===== config.mk =====
export PLATFORM = sky130hd
export DESIGN_NAME = gng_monitor
export DESIGN_NICKNAME = d
export VERILOG_FILES = /design/src/rtl/gng_monitor.sv
export SDC_FILE = /design/constraint.sdc
export NUM_CORES = 1
export LEC_CHECK = 0
export CAP_MARGIN = 10
export CORE_ASPECT_RATIO = 0.5
export CORE_UTILIZATION = 35
export DETAILED_ROUTE_END_ITERATION = 10
export SYNTH_ARGS = -nofsm -noshare
export SYNTH_HDL_FRONTEND = slang
export SYNTH_SLANG_ARGS = --single-unit

===== constraint.sdc =====
create_clock -name clk -period 9.06 [get_ports clk]
set_input_delay 1.812 -clock clk [delete_from_list [all_inputs] [get_ports clk]]
set_output_delay 1.812 -clock clk [all_outputs]
set_load 0.01 [all_outputs]

===== src/rtl/gng_monitor.sv =====
// gng_monitor: block statistics over the Gaussian noise generator output.
// Each start enables the generator for N = 2^LOG2N cycles, gathers up to N
// samples and reports mean, mean square, min, max, count and a timeout flag.
`timescale 1ns/1ps
module gng_monitor #(
  parameter int LOG2N   = 10,
  parameter int TIMEOUT = 64
) (
  input  logic               clk,
  input  logic               rst,
  input  logic               start,
  output logic               busy,
  output logic               ce_out,
  input  logic               valid_in,
  input  logic signed [15:0] data_in,
  output logic               done,
  output logic               err,
  output logic [16:0]        rx_count,
  output logic signed [15:0] mean,
  output logic [31:0]        msq,
  output logic signed [15:0] min_val,
  output logic signed [15:0] max_val
);

  localparam int DATA_W = 16;
  localparam int SQ_W   = 2 * DATA_W - 1;
  localparam int SUM_W  = DATA_W + LOG2N;
  localparam int SSQ_W  = SQ_W + LOG2N;
  localparam int CNT_W  = 17;
  localparam logic [CNT_W-1:0] N_SAMP   = CNT_W'(1) << LOG2N;
  localparam logic [CNT_W-1:0] N_M1     = N_SAMP - CNT_W'(1);
  localparam logic [15:0]      IDLE_LIM = 16'(TIMEOUT - 1);

  typedef enum logic [2:0] {S_IDLE, S_RUN, S_DRAIN, S_FLUSH, S_DONE} state_t;

  state_t state, state_nxt;

  logic [CNT_W-1:0] issue_cnt;
  logic [CNT_W-1:0] acc_cnt;
  logic [15:0]      idle_cnt;
  logic             flush_cnt;
  logic             err_flag;
  logic             clr;
  logic             accept;
  logic             blk_full;
  logic             timed_out;

  logic                     vld_p1;
  logic signed [DATA_W-1:0] sample_p1;
  logic [SQ_W-1:0]          sq_p1;

  logic signed [SUM_W-1:0]  sum_p2;
  logic [SSQ_W-1:0]         sumsq_p2;
  logic signed [DATA_W-1:0] min_p2;
  logic signed [DATA_W-1:0] max_p2;
  logic [CNT_W-1:0]         rx_p2;

  // Square of an s<16,11> sample; the magnitude never exceeds 2^30 so 31 bits hold it unsigned.
  function automatic logic [SQ_W-1:0] square(input logic signed [DATA_W-1:0] x);
    logic signed [2*DATA_W-1:0] p;
    p = x * x;
    return p[SQ_W-1:0];
  endfunction

  // Arithmetic shift truncates toward minus infinity; the quotient always fits 16 bits.
  function automatic logic signed [DATA_W-1:0] mean_of(input logic signed [SUM_W-1:0] s);
    return DATA_W'(s >>> LOG2N);
  endfunction

  function automatic logic [31:0] msq_of(input logic [SSQ_W-1:0] s);
    return 32'(s >> LOG2N);
  endfunction

  assign clr       = (state == S_IDLE) && start;
  assign accept    = valid_in && ((state == S_RUN) || (state == S_DRAIN)) && (acc_cnt < N_SAMP);
  assign blk_full  = (acc_cnt == N_SAMP) || (accept && (acc_cnt == N_M1));
  assign timed_out = (idle_cnt >= IDLE_LIM) && !accept;

  // State register
  always_ff @(posedge clk or posedge rst) begin
    if (rst) state <= S_IDLE;
    else     state <= state_nxt;
  end

  // Next-state logic
  always_comb begin
    state_nxt = state;
    case (state)
      S_IDLE:  if (start) state_nxt = S_RUN;
      S_RUN:   if (issue_cnt == N_M1) state_nxt = blk_full ? S_FLUSH : S_DRAIN;
      S_DRAIN: if (blk_full || timed_out) state_nxt = S_FLUSH;
      S_FLUSH: if (flush_cnt) state_nxt = S_DONE;
      S_DONE:  state_nxt = S_IDLE;
      default: state_nxt = S_IDLE;
    endcase
  end

  // Outputs decoded from state; FLUSH counts as busy so busy never dips mid-block
  always_comb begin
    ce_out = (state == S_RUN);
    busy   = (state != S_IDLE);
    done   = (state == S_DONE);
  end

  // Block control counters and the stage-1 valid
  always_ff @(posedge clk or posedge rst) begin
    if (rst) begin
      issue_cnt <= '0;
      acc_cnt   <= '0;
      idle_cnt  <= '0;
      flush_cnt <= 1'b0;
      err_flag  <= 1'b0;
      vld_p1    <= 1'b0;
    end else begin
      if (clr) begin
        issue_cnt <= '0;
        acc_cnt   <= '0;
        idle_cnt  <= '0;
        err_flag  <= 1'b0;
      end else begin
        if (state == S_RUN) issue_cnt <= issue_cnt + CNT_W'(1);
        if (accept) acc_cnt <= acc_cnt + CNT_W'(1);
        if (accept) idle_cnt <= '0;
        else if (idle_cnt < IDLE_LIM) idle_cnt <= idle_cnt + 16'd1;
        if ((state == S_DRAIN) && !blk_full && timed_out) err_flag <= 1'b1;
      end
      flush_cnt <= (state == S_FLUSH) ? ~flush_cnt : 1'b0;
      vld_p1    <= accept;
    end
  end

  // ---- stage 1: register sample and its square ----
  always_ff @(posedge clk) begin
    sample_p1 <= data_in;
    sq_p1     <= square(data_in);
  end

  // ---- stage 2: accumulate sum, sum of squares, extremes and count ----
  always_ff @(posedge clk) begin
    if (clr) begin
      sum_p2   <= '0;
      sumsq_p2 <= '0;
      min_p2   <= 16'sh7FFF;
      max_p2   <= 16'sh8000;
      rx_p2    <= '0;
    end else if (vld_p1) begin
      sum_p2   <= sum_p2 + SUM_W'(sample_p1);
      sumsq_p2 <= sumsq_p2 + SSQ_W'(sq_p1);
      if (sample_p1 < min_p2) min_p2 <= sample_p1;
      if (sample_p1 > max_p2) max_p2 <= sample_p1;
      rx_p2    <= rx_p2 + CNT_W'(1);
    end
  end

  // ---- result capture: loaded as the state enters DONE, held until the next DONE ----
  always_ff @(posedge clk or posedge rst) begin
    if (rst) begin
      err      <= 1'b0;
      rx_count <= '0;
      mean     <= '0;
      msq      <= '0;
      min_val  <= '0;
      max_val  <= '0;
    end else if ((state == S_FLUSH) && flush_cnt) begin
      err      <= err_flag;
      rx_count <= rx_p2;
      mean     <= mean_of(sum_p2);
      msq      <= msq_of(sumsq_p2);
      min_val  <= min_p2;
      max_val  <= max_p2;
    end
  end

endmodule

==> results by group, run 1 <==
Final layout
  • Layout cell share with drive strength beyond 1: 4.86%
  • Area Growth Syn to Fin: 14.4%
  • Multi-input gate area: 0.0147 sq mm
  • N_diodes: 0
  • Seq. cell area: 0.00705 sq mm
  • Fillcell total: 6,465
  • Nets: 3,100

Synthesis
  • Library cells used by synthesis: 81
  • Synth cell count leaders: inv_1, nand2_1, fa_1
  • Flops & latches, synth: 314
  • Fraction of post-synthesis cell area in the top cell type by area: 19.7%
  • Sequential area share after synthesis: 30.0%
  • Post-Synthesis Cells: 2,570
  • Ys Warns: 0
  • Area leader, netlist: fa_1
  • Mean post-synth cell area: 9.14 sq um
  • Post-synth EDFFs: 0
  • Asr flop ratio synth: 48.7%
  • Ranking of synthesized cells by area: fa_1, dfrtp_1, dfxtp_1
  • Net Count, Synth: 3,000
  • Synth Cell Area: 0.0235 sq mm
  • Top FF cell, synth: dfxtp_1
  • Cell with the most instances after synthesis: inv_1

Timing
  • Total Neg Setup Slack: 0 ns
  • Post-layout min period: 8.10 ns
  • Least-Margin Pin Slew: 0.936 ns
  • RSZ-0062 raised after global routing: false
  • Tcrit/Tclk final: 89.4%
  • Final hold vios: 0
  • Slew Viols, Final: 0
  • Final setup fails: 0
  • FMAX: 123 MHz
  • Max_slew headroom: 37.6%
  • Worst Skew: 0.0250 ns

Clock tree
  • Cts hold-fix bufs: 0
  • TritonCTS Sinks: 314
  • Clock Tree Buf Depth: 3
  • Inserted Clock Buffers: 34
  • Resized cells post-CTS: 0
  • Latest clock arrival within the worst-skew pair: 0.53 ns
  • H-tree depth: 2
  • Setup bufs post-CTS: 0
  • CTS tree: yes
  • Clock-pin slew of the registers on the worst-case setup and hold paths: 0.06 ns
  • Root buf cell: clkbuf_16

Worst setup path
  • Max FO, Critical Path: 15
  • Delay-heaviest family, CP: adder cells
  • Crit Reg-Reg Endpoint: sum_p2[25]
  • Register-to-Register Setup Slack: 5.63 ns
  • R2R cell count: 10
  • Crit path DAT: 8.49 ns
  • Critical Path Max Stage Delay: 0.94 ns
  • Crit path cell chain: clkdlybuf4s50_1 > nand2_1 > fa_1 > fa_1 > fa_1 > inv_1 > fa_1 > fa_1 > inv_1 > fa_1 > inv_1 > ha_1 > a21o_1 > a21o_1 > a21o_1 > a21o_1 > a31oi_1 > o21ba_2 > o21ai_0 > o311ai_0
  • Most used cell, CP: fa_1
  • CP max stage cell: clkdlybuf4s50_1
  • Reg2reg start: sample_p1[15]
  • Crit Path Category: in -> reg
  • Startpoint Class: input pin
  • Worst EP required: 9.45 ns
  • Critical path buffers and inverters: 4
  • CP endpoint kind: register

Run status
  • Status: complete, no violations

GRT
  • GRT Overall Usage: 16.1%
  • First-pass GRT wire length: 89.4 mm
  • Initial antenna violation count: 1
  • Largest net degree at the start of global routing: 90
  • Congestion Overflow GR: 0
  • Vias in the first global route: 17,600

Route
  • Post-route ant nets: 0
  • Wirelength per Cell: 14.8 um
  • First-pass detailed-route iteration total: 6
  • DRC violation count after routing: 0
  • Post-Route WL: 53.0 mm
  • Via count: 17,200
  • Routed vias/inst: 4.81
  • Iter 0 DRT Violations: 891

Die
  • Die Ht: 185 um
  • Core box area: 0.0657 sq mm
  • Rows: 66
  • # IOs: 121
  • Initial Utilization: 35.8%
  • Die Wd: 368 um
  • Die Area: 0.0682 sq mm

Worst hold path
  • Min-delay src: flush_cnt
  • WHS Path Cells: 1
  • Hold Crit Endpoint: flush_cnt
  • Min-Delay Path Class: reg -> reg

Placed design
  • Port-buffer cells: 119
  • Gpl congestion: 0.852
  • HPWL after detailed placement: 40.8 mm

Job
  • Max cap viols: 0
## registers in the layout, summed over array words and instances (netlist names), 3 cells and up
name and count:
sq_p1 30, mean 16, sumsq_p2 41, max_p2 16, issue_cnt 17, state 3, rx_count 17, acc_cnt 17
min_val 16, rx_p2 17, idle_cnt 16, sum_p2 26, min_p2 16, msq 31, sample_p1 15, max_val 16
## worst reg2reg max path, cell delays in order (launching register included)
cell,delay (ns)
dfxtp_1,0.90
ha_1,0.45
a21o_1,0.20
a2111oi_0,0.49
o211ai_1,0.15
a21oi_1,0.20
o21bai_1,0.13
a21o_1,0.20
a21oi_2,0.13
mux2_1,0.35
mux2i_1,0.13
## logic make-up (layout without fill, tap and decap cells)
kind of cell	Yosys count	in the layout	share of synthesized area (%)
other	1	1	0.0160
xor gates and xnor gates	140	140	5.22
AOI/OAI and AO/OA	362	362	10.4
buffers and inverters	480	605	7.73
and+or+nand+nor	823	823	15.7
adders and majority gates	410	410	29.2
DFF	314	314	30.0
muxes	40	40	1.71
## layout make-up
cell class	instances	area share, %
Timing Repair Buffer	150	5.30
Clock inverter	12	0.586
Inverter	394	5.52
Multi-Input combinational cell	1776	54.5
Clock buffer	49	3.75
Sequential cell	314	26.2
Tap cell	884	4.11
## how the worst max path moves through the flow
stage	slack (ns)	to	from	depth (start not counted)
after detailed placement	0.43	sq_p1[24]	data_in[11]	20
after global placement	0.54	sq_p1[30]	data_in[11]	21
after CTS	0.97	sq_p1[24]	data_in[11]	20
final	0.96	sq_p1[24]	data_in[11]	20
after global routing	0.63	sq_p1[24]	data_in[12]	21
after floorplan	1.30	sq_p1[30]	data_in[15]	23
## cell usage in the layout (no fill, tap or decap), types with 16 or more instances in the layout
| cell | count |
|---|---|
| a211oi_1 | 17 |
| a21o_1 | 44 |
| a21oi_1 | 72 |
| and2_1 | 54 |
| and3_1 | 24 |
| buf_4 | 31 |
| clkbuf_16 | 35 |
| clkdlybuf4s50_1 | 119 |
| dfrtp_1 | 152 |
| dfxtp_1 | 161 |
| fa_1 | 231 |
| ha_1 | 179 |
| inv_1 | 390 |
| mux2i_1 | 38 |
| nand2_1 | 387 |
| nand3_1 | 50 |
| nand4_1 | 17 |
| nor2_1 | 195 |
| o211ai_1 | 24 |
| o21a_1 | 16 |
| o21ai_0 | 81 |
| o31ai_1 | 17 |
| xnor2_1 | 76 |
| xor2_1 | 64 |
## per-layer routing
layer | part of all wire (%) | track usage, % | up-vias
met5 | 0 | 0 | -
met4 | 2.0 | 3.80 | 0
met3 | 3.6 | 1.98 | 76
met2 | 49 | 28.8 | 234
met1 | 45 | 20.7 | 8421
li1 | - | - | 8474
## per-stage QoR
step / hold WS, ns / utilization (%) / setup WS [ns] / instances / instance area, sq um
6_report: 0.446 / 40.9 / 0.958 / 3579 / 26900
4_1_cts: 0.444 / 40.9 / 0.965 / 3579 / 26900
3_3_place_gp: 0.432 / 39.2 / 0.540 / 3518 / 25700
2_1_floorplan: 0.420 / - / 1.30 / 2570 / 23500
5_1_grt: 0.470 / 40.9 / 0.634 / 3579 / 26900
3_5_place_dp: 0.435 / 39.2 / 0.430 / 3518 / 25700
Power of run 1 is not shown: default switching activity piles up to over one toggle a cycle in this logic, so the estimate is an artifact.
==> inputs of run 2 (changes only) <==
--- a/config.mk
+++ b/config.mk
@@ -5,6 +5,7 @@
 export SDC_FILE = /design/constraint.sdc
 export NUM_CORES = 1
 export LEC_CHECK = 0
+export ABC_AREA = 1
 export CAP_MARGIN = 10
 export CORE_ASPECT_RATIO = 0.5
 export CORE_UTILIZATION = 35
==> results by group, run 2 <==
Final layout
  • Most common cell after layout, fill and taps aside: nand2_1
  • Most flops, register: sumsq_p2
  • Seq. cell area: 0.00706 sq mm
  • Fillcell total: 7,344
  • Most frequent cells in the layout: nand2_1, inv_1, fa_1
  • N_diodes: 0
  • Biggest registers after layout: sumsq_p2 x41, msq x31, sq_p1 x30
  • Nets: 3,860
  • Max FFs per register: 41
  • Multi-input gate area: 0.0155 sq mm
  • Layout cell share with drive strength beyond 1: 3.94%
  • Area Growth Syn to Fin: 12.8%

Clock tree
  • Cts hold-fix bufs: 0
  • Latest clock arrival within the worst-skew pair: 0.57 ns
  • Clock Tree Buf Depth: 3
  • Root buf cell: clkbuf_16
  • TritonCTS Sinks: 314
  • Resized cells post-CTS: 0
  • Setup bufs post-CTS: 0
  • CTS tree: yes
  • H-tree depth: 2
  • Clock-pin slew of the registers on the worst-case setup and hold paths: 0.06 ns
  • Inserted Clock Buffers: 34

Synthesis
  • Ranking of synthesized cells by area: fa_1, dfrtp_1, dfxtp_1
  • Cell with the most instances after synthesis: nand2_1
  • Post-synth EDFFs: 0
  • Mean post-synth cell area: 7.64 sq um
  • Post-Synthesis Cells: 3,351
  • Area leader, netlist: fa_1
  • Synth Cell Area: 0.0256 sq mm
  • Ys Warns: 0
  • Library cells used by synthesis: 54
  • Sequential area share after synthesis: 27.5%
  • Net Count, Synth: 3,781
  • Flops & latches, synth: 314
  • Synth cell count leaders: nand2_1, inv_1, fa_1
  • Asr flop ratio synth: 48.7%
  • Top FF cell, synth: dfxtp_1
  • Fraction of post-synthesis cell area in the top cell type by area: 18.1%

Worst hold path
  • Min-Delay Path Class: reg -> reg

GRT
  • Vias in the first global route: 21,600
  • GRT Overall Usage: 17.7%
  • Initial antenna violation count: 0
  • Grt met1 use: 24.2%
  • Largest net degree at the start of global routing: 87
  • M2 GR Usage: 29.8%
  • Most Used Layer, Global Route: met2
  • Congestion Overflow GR: 0
  • First-pass GRT wire length: 108 mm
  • Global-route met3 utilization: 1.62%

Worst setup path
  • Worst EP required: 9.53 ns
  • Critical path buffers and inverters: 7
  • Delay-heaviest family, CP: adder cells
  • Critical Path Max Stage Delay: 0.77 ns
  • Crit path DAT: 8.31 ns
  • Max FO, Critical Path: 13
  • CP endpoint kind: register
  • Startpoint Class: input pin
  • Crit path cell chain: clkdlybuf4s50_1 > nand2_1 > inv_1 > fa_1 > inv_1 > fa_1 > inv_1 > fa_1 > fa_1 > fa_1 > inv_1 > fa_1 > inv_1 > ha_1 > nand2_1 > nor2_1 > inv_1 > nor3_1 > o21ai_0 > nand3_1 > xor2_1
  • CP max stage cell: clkdlybuf4s50_1
  • Register-to-Register Setup Slack: 6.08 ns
  • Crit Path Category: in -> reg

Timing
  • Final setup fails: 0
  • Min Hold Slack: 0.430 ns
  • Least-Margin Pin Slew: 0.974 ns
  • Total Neg Setup Slack: 0 ns
  • Final hold vios: 0
  • Worst Skew: 0.0353 ns
  • Slew Viols, Final: 0
  • RSZ-0062 raised after global routing: false
  • Post-layout min period: 7.84 ns
  • Tcrit/Tclk final: 86.6%
  • FMAX: 127 MHz
  • Max_slew headroom: 35.1%

Job
  • Max cap viols: 0

Placed design
  • Port-buffer cells: 119
  • Gpl congestion: 0.904
  • HPWL after detailed placement: 50.2 mm

Route
  • Post-route ant nets: 0
  • Iter 0 DRT Violations: 1,164
  • DRC violation count after routing: 0
  • Via count: 21,100
  • Post-Route WL: 63.4 mm
  • First-pass detailed-route iteration total: 5
  • Routed vias/inst: 4.77
  • Wirelength per Cell: 14.4 um

Run status
  • Status: complete, no violations

Die
  • Die Area: 0.0743 sq mm
  • # IOs: 121
  • Core box area: 0.0717 sq mm
  • Rows: 69
  • Die Ht: 193 um
  • Initial Utilization: 35.7%
  • Die Wd: 385 um
[run 2: worst min-delay path: stages (launching register included)]
cell and delay (ns):
dfxtp_1 0.32, nand2_1 0.06, nand2_1 0.04
[run 2: cell type report]
class / count / share of cell area [%]
Clock buffer: 49 / 3.43
Clock inverter: 13 / 0.520
Tap cell: 958 / 4.15
Sequential cell: 314 / 24.4
Multi-Input combinational cell: 2223 / 53.5
Timing Repair Buffer: 136 / 4.57
Inverter: 721 / 9.39
[run 2: stage by stage]
stage	std cells	cell area, sq um	utilization [%]	setup WS, ns
floorplan	3351	25600	-	1.72
global route	4414	28900	40.3	0.883
global placement	4352	27700	38.7	0.546
finish	4414	28900	40.3	1.22
CTS	4414	28900	40.3	1.31
detailed placement	4352	27700	38.7	0.739
[run 2: cell families (layout without fill, tap and decap cells)]
family,Yosys count,count (layout),synth area share [%]
compound gates,420,420,8.97
xor+xnor,67,67,2.29
flops,314,314,27.5
fa+ha+maj,410,410,26.8
buf+inv,814,919,12.2
other cells,1,1,0.0146
simple gates,1325,1325,22.2
[run 2: final timing paths]
| path | startpoint | endpoint | cells after the start |
|---|---|---|---|
| worst min-delay path | sum_p2[14] | mean[4] | 2 |
| worst max register to register | sample_p1[15] | min_p2[10] | 9 |
| max in group asynchronous | rst | vld_p1 | 3 |
| worst max-delay path | data_in[15] | sq_p1[28] | 21 |
| min in group asynchronous | rst | mean[14] | 2 |
| worst min register to register | sum_p2[14] | mean[4] | 2 |
[run 2: layer usage]
layer | share of wire [%] | up-vias
met2 | 47 | 351
li1 | - | 10500
met4 | 2.3 | 0
met1 | 47 | 10100
met5 | 0 | -
met3 | 3.8 | 82
Power of run 2 is left out for the same reason.
